<file path="src/rtl/res_collector_pkg.sv">
// res_collector_pkg: shared types and widths for the result collector.
//   bank_state_e : per-bank occupancy state (empty / filling / full)
//   DROP_CNT_W   : width of the saturating overrun counter
//   BATCH_CNT_W  : width of the wrapping completed-batch counter
//   CSUM_W       : width of the optional per-bank modular checksum
package res_collector_pkg;

  typedef enum logic [1:0] {
    StEmpty   = 2'd0,
    StFilling = 2'd1,
    StFull    = 2'd2
  } bank_state_e;

  localparam int unsigned DROP_CNT_W  = 16;
  localparam int unsigned BATCH_CNT_W = 32;
  localparam int unsigned CSUM_W      = 16;

  // Index width for NUM items; at least one bit so NUM=1 still elaborates.
  function automatic int unsigned idx_width(input int unsigned num);
    return (num > 1) ? $clog2(num) : 1;
  endfunction

endpackage

</file>
<file path="src/rtl/res_bank.sv">
// res_bank: one ping-pong bank of the result collector.
// Holds NUM items plus an occupancy state. Optional checksum when
// RES_COLLECTOR_CSUM_EN is defined.
// Ports:
//   clk_i, reset_i : clock, synchronous active-high reset
//   wr_en_i        : store wr_data_i at wr_idx_i (caller guarantees bank not full)
//   wr_idx_i       : item index; writing index NUM-1 makes the bank full
//   wr_data_i      : item data
//   free_i         : batch consumed, bank returns to empty (only asserted when full)
//   state_o        : current bank state
//   data_o         : flat item storage, item k at [k*ITEM_WIDTH +: ITEM_WIDTH]
//   csum_o         : modular sum of stored items (RES_COLLECTOR_CSUM_EN only)
module res_bank
  import res_collector_pkg::*;
#(
  parameter int unsigned NUM        = 100,
  parameter int unsigned ITEM_WIDTH = 8,
  parameter int unsigned IDX_W      = idx_width(NUM)
) (
  input  logic                      clk_i,
  input  logic                      reset_i,
  input  logic                      wr_en_i,
  input  logic [IDX_W-1:0]          wr_idx_i,
  input  logic [ITEM_WIDTH-1:0]     wr_data_i,
  input  logic                      free_i,
  output bank_state_e               state_o,
`ifdef RES_COLLECTOR_CSUM_EN
  output logic [CSUM_W-1:0]         csum_o,
`endif
  output logic [NUM*ITEM_WIDTH-1:0] data_o
);

  localparam logic [IDX_W-1:0] LastIdx = IDX_W'(NUM - 1);

  bank_state_e              state_q, state_d;
  logic [NUM*ITEM_WIDTH-1:0] data_q;

  always_comb begin
    state_d = state_q;
    if (free_i) begin
      state_d = StEmpty;
    end else if (wr_en_i) begin
      state_d = (wr_idx_i == LastIdx) ? StFull : StFilling;
    end
  end

  always_ff @(posedge clk_i) begin
    if (reset_i) begin
      state_q <= StEmpty;
    end else begin
      state_q <= state_d;
    end
  end

  // Storage needs no reset: contents are only observed while the bank is full.
  always_ff @(posedge clk_i) begin
    if (wr_en_i) begin
      data_q[int'(wr_idx_i)*ITEM_WIDTH +: ITEM_WIDTH] <= wr_data_i;
    end
  end

  assign state_o = state_q;
  assign data_o  = data_q;

`ifdef RES_COLLECTOR_CSUM_EN
  logic [CSUM_W-1:0] csum_q, csum_d;

  always_comb begin
    csum_d = csum_q;
    if (free_i) begin
      csum_d = '0;
    end else if (wr_en_i) begin
      csum_d = csum_q + CSUM_W'(wr_data_i);
    end
  end

  always_ff @(posedge clk_i) begin
    if (reset_i) begin
      csum_q <= '0;
    end else begin
      csum_q <= csum_d;
    end
  end

  assign csum_o = csum_q;
`endif

endmodule

</file>
<file path="src/rtl/res_collector.sv">
// res_collector: packs NUM consecutive valid results into a batch word using two
// ping-pong banks and presents full batches with a valid/ready handshake.
// The producer is never back-pressured; items arriving while the write bank is
// still full are dropped and counted.
// Optional macro RES_COLLECTOR_CSUM_EN adds a per-batch 16-bit checksum output.
// Ports:
//   clk_i, reset_i : clock, synchronous active-high reset
//   res_i          : result item
//   res_valid_i    : res_i valid this cycle
//   batch_o        : presented batch (0 while not valid), item 0 in the LSBs
//   batch_valid_o  : a full batch is presented
//   batch_ready_i  : consumer accepts the presented batch
//   batch_cnt_o    : batches completed since reset (wraps)
//   drop_cnt_o     : items dropped for overrun (saturates)
//   batch_csum_o   : presented batch checksum (RES_COLLECTOR_CSUM_EN only)
module res_collector
  import res_collector_pkg::*;
#(
  parameter int unsigned NUM        = 100,
  parameter int unsigned ITEM_WIDTH = 8
) (
  input  logic                      clk_i,
  input  logic                      reset_i,
  input  logic [ITEM_WIDTH-1:0]     res_i,
  input  logic                      res_valid_i,
  output logic [NUM*ITEM_WIDTH-1:0] batch_o,
  output logic                      batch_valid_o,
  input  logic                      batch_ready_i,
  output logic [BATCH_CNT_W-1:0]    batch_cnt_o,
`ifdef RES_COLLECTOR_CSUM_EN
  output logic [CSUM_W-1:0]         batch_csum_o,
`endif
  output logic [DROP_CNT_W-1:0]     drop_cnt_o
);

  localparam int unsigned IdxW = idx_width(NUM);
  localparam logic [IdxW-1:0] LastIdx = IdxW'(NUM - 1);

  logic                   wsel_q, wsel_d;
  logic                   rsel_q, rsel_d;
  logic [IdxW-1:0]        widx_q, widx_d;
  logic [BATCH_CNT_W-1:0] batch_cnt_q, batch_cnt_d;
  logic [DROP_CNT_W-1:0]  drop_cnt_q, drop_cnt_d;

  bank_state_e               bank_state [2];
  logic [NUM*ITEM_WIDTH-1:0] bank_data  [2];
  logic [1:0]                bank_wr_en;
  logic [1:0]                bank_free;

  logic accept, drop, last, xfer;

  always_comb begin
    // Item in the reset cycle is ignored, so gate everything with reset.
    accept = res_valid_i && !reset_i && (bank_state[wsel_q] != StFull);
    drop   = res_valid_i && !reset_i && (bank_state[wsel_q] == StFull);
    last   = accept && (widx_q == LastIdx);
    xfer   = batch_valid_o && batch_ready_i && !reset_i;

    bank_wr_en         = 2'b00;
    bank_wr_en[wsel_q] = accept;
    bank_free          = 2'b00;
    bank_free[rsel_q]  = xfer;

    widx_d      = widx_q;
    wsel_d      = wsel_q;
    rsel_d      = rsel_q;
    batch_cnt_d = batch_cnt_q;
    drop_cnt_d  = drop_cnt_q;

    if (accept) begin
      widx_d = last ? '0 : widx_q + IdxW'(1);
    end
    if (last) begin
      wsel_d      = ~wsel_q;
      batch_cnt_d = batch_cnt_q + BATCH_CNT_W'(1);
    end
    if (xfer) begin
      rsel_d = ~rsel_q;
    end
    if (drop && (drop_cnt_q != '1)) begin
      drop_cnt_d = drop_cnt_q + DROP_CNT_W'(1);
    end
  end

  always_ff @(posedge clk_i) begin
    if (reset_i) begin
      wsel_q      <= 1'b0;
      rsel_q      <= 1'b0;
      widx_q      <= '0;
      batch_cnt_q <= '0;
      drop_cnt_q  <= '0;
    end else begin
      wsel_q      <= wsel_d;
      rsel_q      <= rsel_d;
      widx_q      <= widx_d;
      batch_cnt_q <= batch_cnt_d;
      drop_cnt_q  <= drop_cnt_d;
    end
  end

`ifdef RES_COLLECTOR_CSUM_EN
  logic [CSUM_W-1:0] bank_csum [2];
`endif

  for (genvar b = 0; b < 2; b++) begin : g_bank
    res_bank #(
      .NUM        (NUM),
      .ITEM_WIDTH (ITEM_WIDTH),
      .IDX_W      (IdxW)
    ) u_bank (
      .clk_i     (clk_i),
      .reset_i   (reset_i),
      .wr_en_i   (bank_wr_en[b]),
      .wr_idx_i  (widx_q),
      .wr_data_i (res_i),
      .free_i    (bank_free[b]),
      .state_o   (bank_state[b]),
`ifdef RES_COLLECTOR_CSUM_EN
      .csum_o    (bank_csum[b]),
`endif
      .data_o    (bank_data[b])
    );
  end

  always_comb begin
    batch_valid_o = (bank_state[rsel_q] == StFull);
    batch_o       = batch_valid_o ? bank_data[rsel_q] : '0;
  end

`ifdef RES_COLLECTOR_CSUM_EN
  assign batch_csum_o = batch_valid_o ? bank_csum[rsel_q] : '0;
`endif

  assign batch_cnt_o = batch_cnt_q;
  assign drop_cnt_o  = drop_cnt_q;

endmodule
</file>
<file path="config.mk">
export PLATFORM = sky130hd
export DESIGN_NAME = res_collector
export DESIGN_NICKNAME = d
export VERILOG_FILES = /design/src/rtl/res_collector_pkg.sv /design/src/rtl/res_bank.sv /design/src/rtl/res_collector.sv
export SDC_FILE = /design/constraint.sdc
export NUM_CORES = 2
export LEC_CHECK = 0
export CAP_MARGIN = 10
export CORE_ASPECT_RATIO = 1.4
export CORE_MARGIN = 2
export CORE_UTILIZATION = 60
export CTS_BUF_LIST = sky130_fd_sc_hd__clkbuf_2
export DETAILED_ROUTE_END_ITERATION = 16
export PLACE_DENSITY = 0.95
export SYNTH_ARGS = -nofsm -noshare
export SYNTH_HDL_FRONTEND = slang
export SYNTH_SLANG_ARGS = --single-unit
export TNS_END_PERCENT = 50
</file>
<file path="constraint.sdc">
create_clock -name clk_i -period 8.26 [get_ports clk_i]
set_input_delay 1.652 -clock clk_i [delete_from_list [all_inputs] [get_ports clk_i]]
set_output_delay 1.652 -clock clk_i [all_outputs]
set_load 0.01 [all_outputs]
</file>
==> results.py <==
metrics = {
    "global_routing": {
        "grt_pass1_wl_um": 321000,
        "antenna_found_initial": 16,
        "use_met3_pct": 11.5,
        "grt_util_met2_pct": 60.6,
        "top_usage_layer": "met2",
        "grt_start_max_net_pins": 232,
        "use_met1_pct": 47.6,
        "grt.overflow.total": 0,
        "grt_use_total_pct": 39.9,
        "grt_pass1_vias": 47000,
    },
    "floorplan": {
        "core_mm2": 0.113,
        "row_count": 146,
        "fp.dieH_um": 402,
        "start_util_pct": 60.3,
        "io_pins": 861,
        "die_area_mm2": 0.116,
        "die_x_um": 288,
    },
    "cts": {
        "clkTransAtPathRegs_ns": 0.11,
        "post_cts_buffers": 0,
        "ctsHoldBuffers": 0,
        "cts_made_buffers": 372,
        "cts_tree": "yes",
        "clock-sinks": 1661,
        "h-tree-depth": 5,
        "post_cts_resized": 0,
        "cts_root_buffer": "clkbuf_2",
        "clock_latency_ns": 1.68,
        "clk_path_buf_depth": 4,
    },
    "timing": {
        "clock.fmax_mhz": 140,
        "hold_slack_ns": 0.536,
        "setup_violations": 0,
        "period_minus_slack_ns": 7.17,
        "fin_setup_tns_ns": 0,
        "layout_setup_ws_ns": 1.09,
        "drv_slew": 0,
        "worst_slew_pin_slew_ns": 1.45,
        "rsz0062_at_grt": "no",
        "finalHoldViolations": 0,
        "maxSlewHeadroom_pct": 3.28,
        "skew_ns": 0.187,
        "fin_crit_sh_pct": 86.7,
    },
    "power": {
        "power_leakage_uw": 0.0227,
        "powerDensity_mw_per_mm2": 178,
        "worst_ir_drop_vdd_mv": 0.232,
    },
    "drt": {
        "drc": 0,
        "vias": 48200,
        "postRouteAntennaNets": 0,
        "wire_per_inst_um": 30.5,
        "detail_route.vias_per_cell": 6.25,
        "routed_wirelength_um": 236000,
        "dr.pass1.iters": 9,
        "drtIter0Drc": 7538,
    },
    "min_path": {
        "worstHoldPathType": "reg2reg",
    },
    "setup_path": {
        "slowest_delay_ns": 1.00,
        "r2r_slack_ns": 3.74,
        "path_cells": "buf_12 > buf_4 > mux2i_1 > nor2_1 > clkdlybuf4s50_1",
        "crit_arrival_ns": 5.51,
        "critPathBufInv": 3,
        "cp_slowest_cell": "buf_4",
        "end_kind": "output pin",
        "path_delay_family": "buffers and inverters",
        "start_kind": "register",
        "critPathRequiredTime_ns": 6.61,
        "worstPathMaxFanout": 112,
        "critical_path_class": "reg2out",
    },
    "yosys": {
        "syn_area_mm2": 0.0680,
        "yosys_most_used_dff": "edfxtp_1",
        "synth_nets": 5101,
        "synth_cell_type_count": 59,
        "ys_async_sr_fraction_pct": 0,
        "synth.ff_latch_count": 1661,
        "ys_seq_area_share_pct": 72.5,
        "synth_top_area_share_pct": 70.7,
        "yosys_warnings": 0,
        "synth_area_leaders": "edfxtp_1 (71%), mux2i_1 (12%), nor2_1 (10%), clkbuf_1 (2.1%), dfxtp_1 (1.8%)",
        "syn_inst": 5084,
        "yosys.area.top_type": "edfxtp_1",
        "synth_enable_flop_cells": 1600,
        "syn_area_per_cell_um2": 13.4,
    },
    "placed_design": {
        "placed_area_mm2": 0.0775,
        "gp_congestion": 0.917,
        "io_buffer_count": 860,
        "post-dp-hpwl_um": 153000,
        "place_ws_ns": 2.69,
    },
    "layout": {
        "final_nets": 5990,
        "nFillCells": 6713,
        "regArea_mm2": 0.0493,
        "layout-drive-gt1-share_pct": 10.9,
        "multi_input_area_mm2": 0.0174,
        "area_delta_synth_final_pct": 18.9,
        "utilization_pct": 71.7,
        "final_area_mm2": 0.0808,
    },
    "flow_run": {
        "max_cap_viol_count": 0,
    },
    "status": {
        "outcome": "finished, final reports clean",
    },
}
==> routing by layer <==
layer / wire length, µm / share of wire [%] / up-vias
li1: - / - / 19800
met1: 72900 / 31 / 22900
met2: 107000 / 45 / 4533
met3: 33800 / 14 / 944
met4: 22000 / 9.3 / 2
met5: 121 / 0.051 / -
==> cells by family after synthesis <==
family	after synthesis	share of synthesized area, %
flip-flops	1661	72.5
multiplexers	802	11.8
AO/OA/AOI/OAI	72	0.648
XOR/XNOR	33	0.425
AND/OR/NAND/NOR	2111	12.3
adder cells (fa/ha/maj)	5	0.0921
buffers and inverters	400	2.23
==> cells in the final DEF, fill, tap and decap left out, drive strengths merged, types with 3 or more instances in the layout <==
| master | Yosys | final |
|---|---|---|
| clkinv | 0 | 102 |
| a21oi | 25 | 25 |
| nor3 | 29 | 29 |
| nand3 | 19 | 19 |
| ha | 5 | 5 |
| nand4 | 21 | 21 |
| bufinv | 0 | 8 |
| and2 | 18 | 18 |
| o21ai | 22 | 22 |
| o31ai | 4 | 4 |
| nand2b | 6 | 6 |
| or4 | 9 | 9 |
| clkbuf | 377 | 513 |
| diode | 0 | 13 |
| dfxtp | 61 | 61 |
| nor2 | 1844 | 1844 |
| o21bai | 3 | 3 |
| mux2i | 801 | 801 |
| nor4 | 10 | 10 |
| inv | 14 | 17 |
| nor2b | 4 | 4 |
| and3 | 3 | 3 |
| nor3b | 4 | 4 |
| or3 | 15 | 15 |
| nand2 | 115 | 115 |
| clkdlybuf4s50 | 0 | 859 |
| edfxtp | 1600 | 1600 |
| and4 | 3 | 3 |
| or2 | 4 | 4 |
| xnor2 | 22 | 22 |
| o21ba | 3 | 3 |
| xor2 | 11 | 11 |
| buf | 9 | 41 |
==> worst reg2reg max path: stages, from the launching register on <==
cell,delay [ns]
dfxtp_1,0.65
inv_1,0.10
ha_1,0.32
xor2_1,0.22
nor2_1,0.92
nand2_2,0.95
nor2_1,1.03
==> cells in the mapped netlist (4+ instances only) <==
master,count
and2_0,6
xnor2_1,22
nand4_1,19
nor2_1,1844
o21ai_0,20
buf_1,5
nor2b_1,4
and2_1,12
clkbuf_1,377
o31ai_1,4
nand3_1,19
or3_1,15
nand2b_1,6
or4_1,9
edfxtp_1,1600
nor4_1,6
a21oi_1,25
xor2_1,11
inv_1,14
nor3_1,28
mux2i_1,801
nand2_1,115
dfxtp_1,61
ha_1,5
==> final timing paths <==
| check | start | to | cells after the start |
|---|---|---|---|
| max | rsel_q | batch_o[611] | 5 |
| min | drop_cnt_o[13] | drop_cnt_o[13] | 2 |
| max reg2reg | widx_q[0] | g_bank[1].u_bank.data_o[662] | 6 |
| min reg2reg | drop_cnt_o[13] | drop_cnt_o[13] | 2 |
==> registers in the layout, summed over array words and instances (netlist names) <==
| register | count |
|---|---|
| g_bank.u_bank.data_o | 1600 |
| rsel_q | 1 |
| g_bank.u_bank.state_o | 4 |
| wsel_q | 1 |
| widx_q | 7 |
| batch_cnt_o | 32 |
| drop_cnt_o | 16 |
==> area by class of cell <==
class,instances,share of cell area (%)
Multi-Input combinational cell,3023,21.5
Antenna cell,13,0.0403
Clock buffer,512,3.17
Inverter,14,0.0650
Timing Repair Buffer,901,11.1
Tap cell,1480,2.29
Sequential cell,1661,61.0
Clock inverter,114,0.824
==> metrics by stage <==
step	power, µW	cells
after CTS	14300	7704
after floorplan	9370	5084
final	14400	7718
after detailed placement	9480	7078
after global routing	14700	7712
after global placement	9480	7078
==> where the power goes <==
part	internal, µW	total [µW]	leakage (µW)	switching [µW]
clock network	1910	5080	0.00246	3170
registers	9080	9080	0.0141	3.00
logic	32.4	217	0.00617	184
total	11000	14400	0.0227	3360
(Power assumes the default switching activity.)
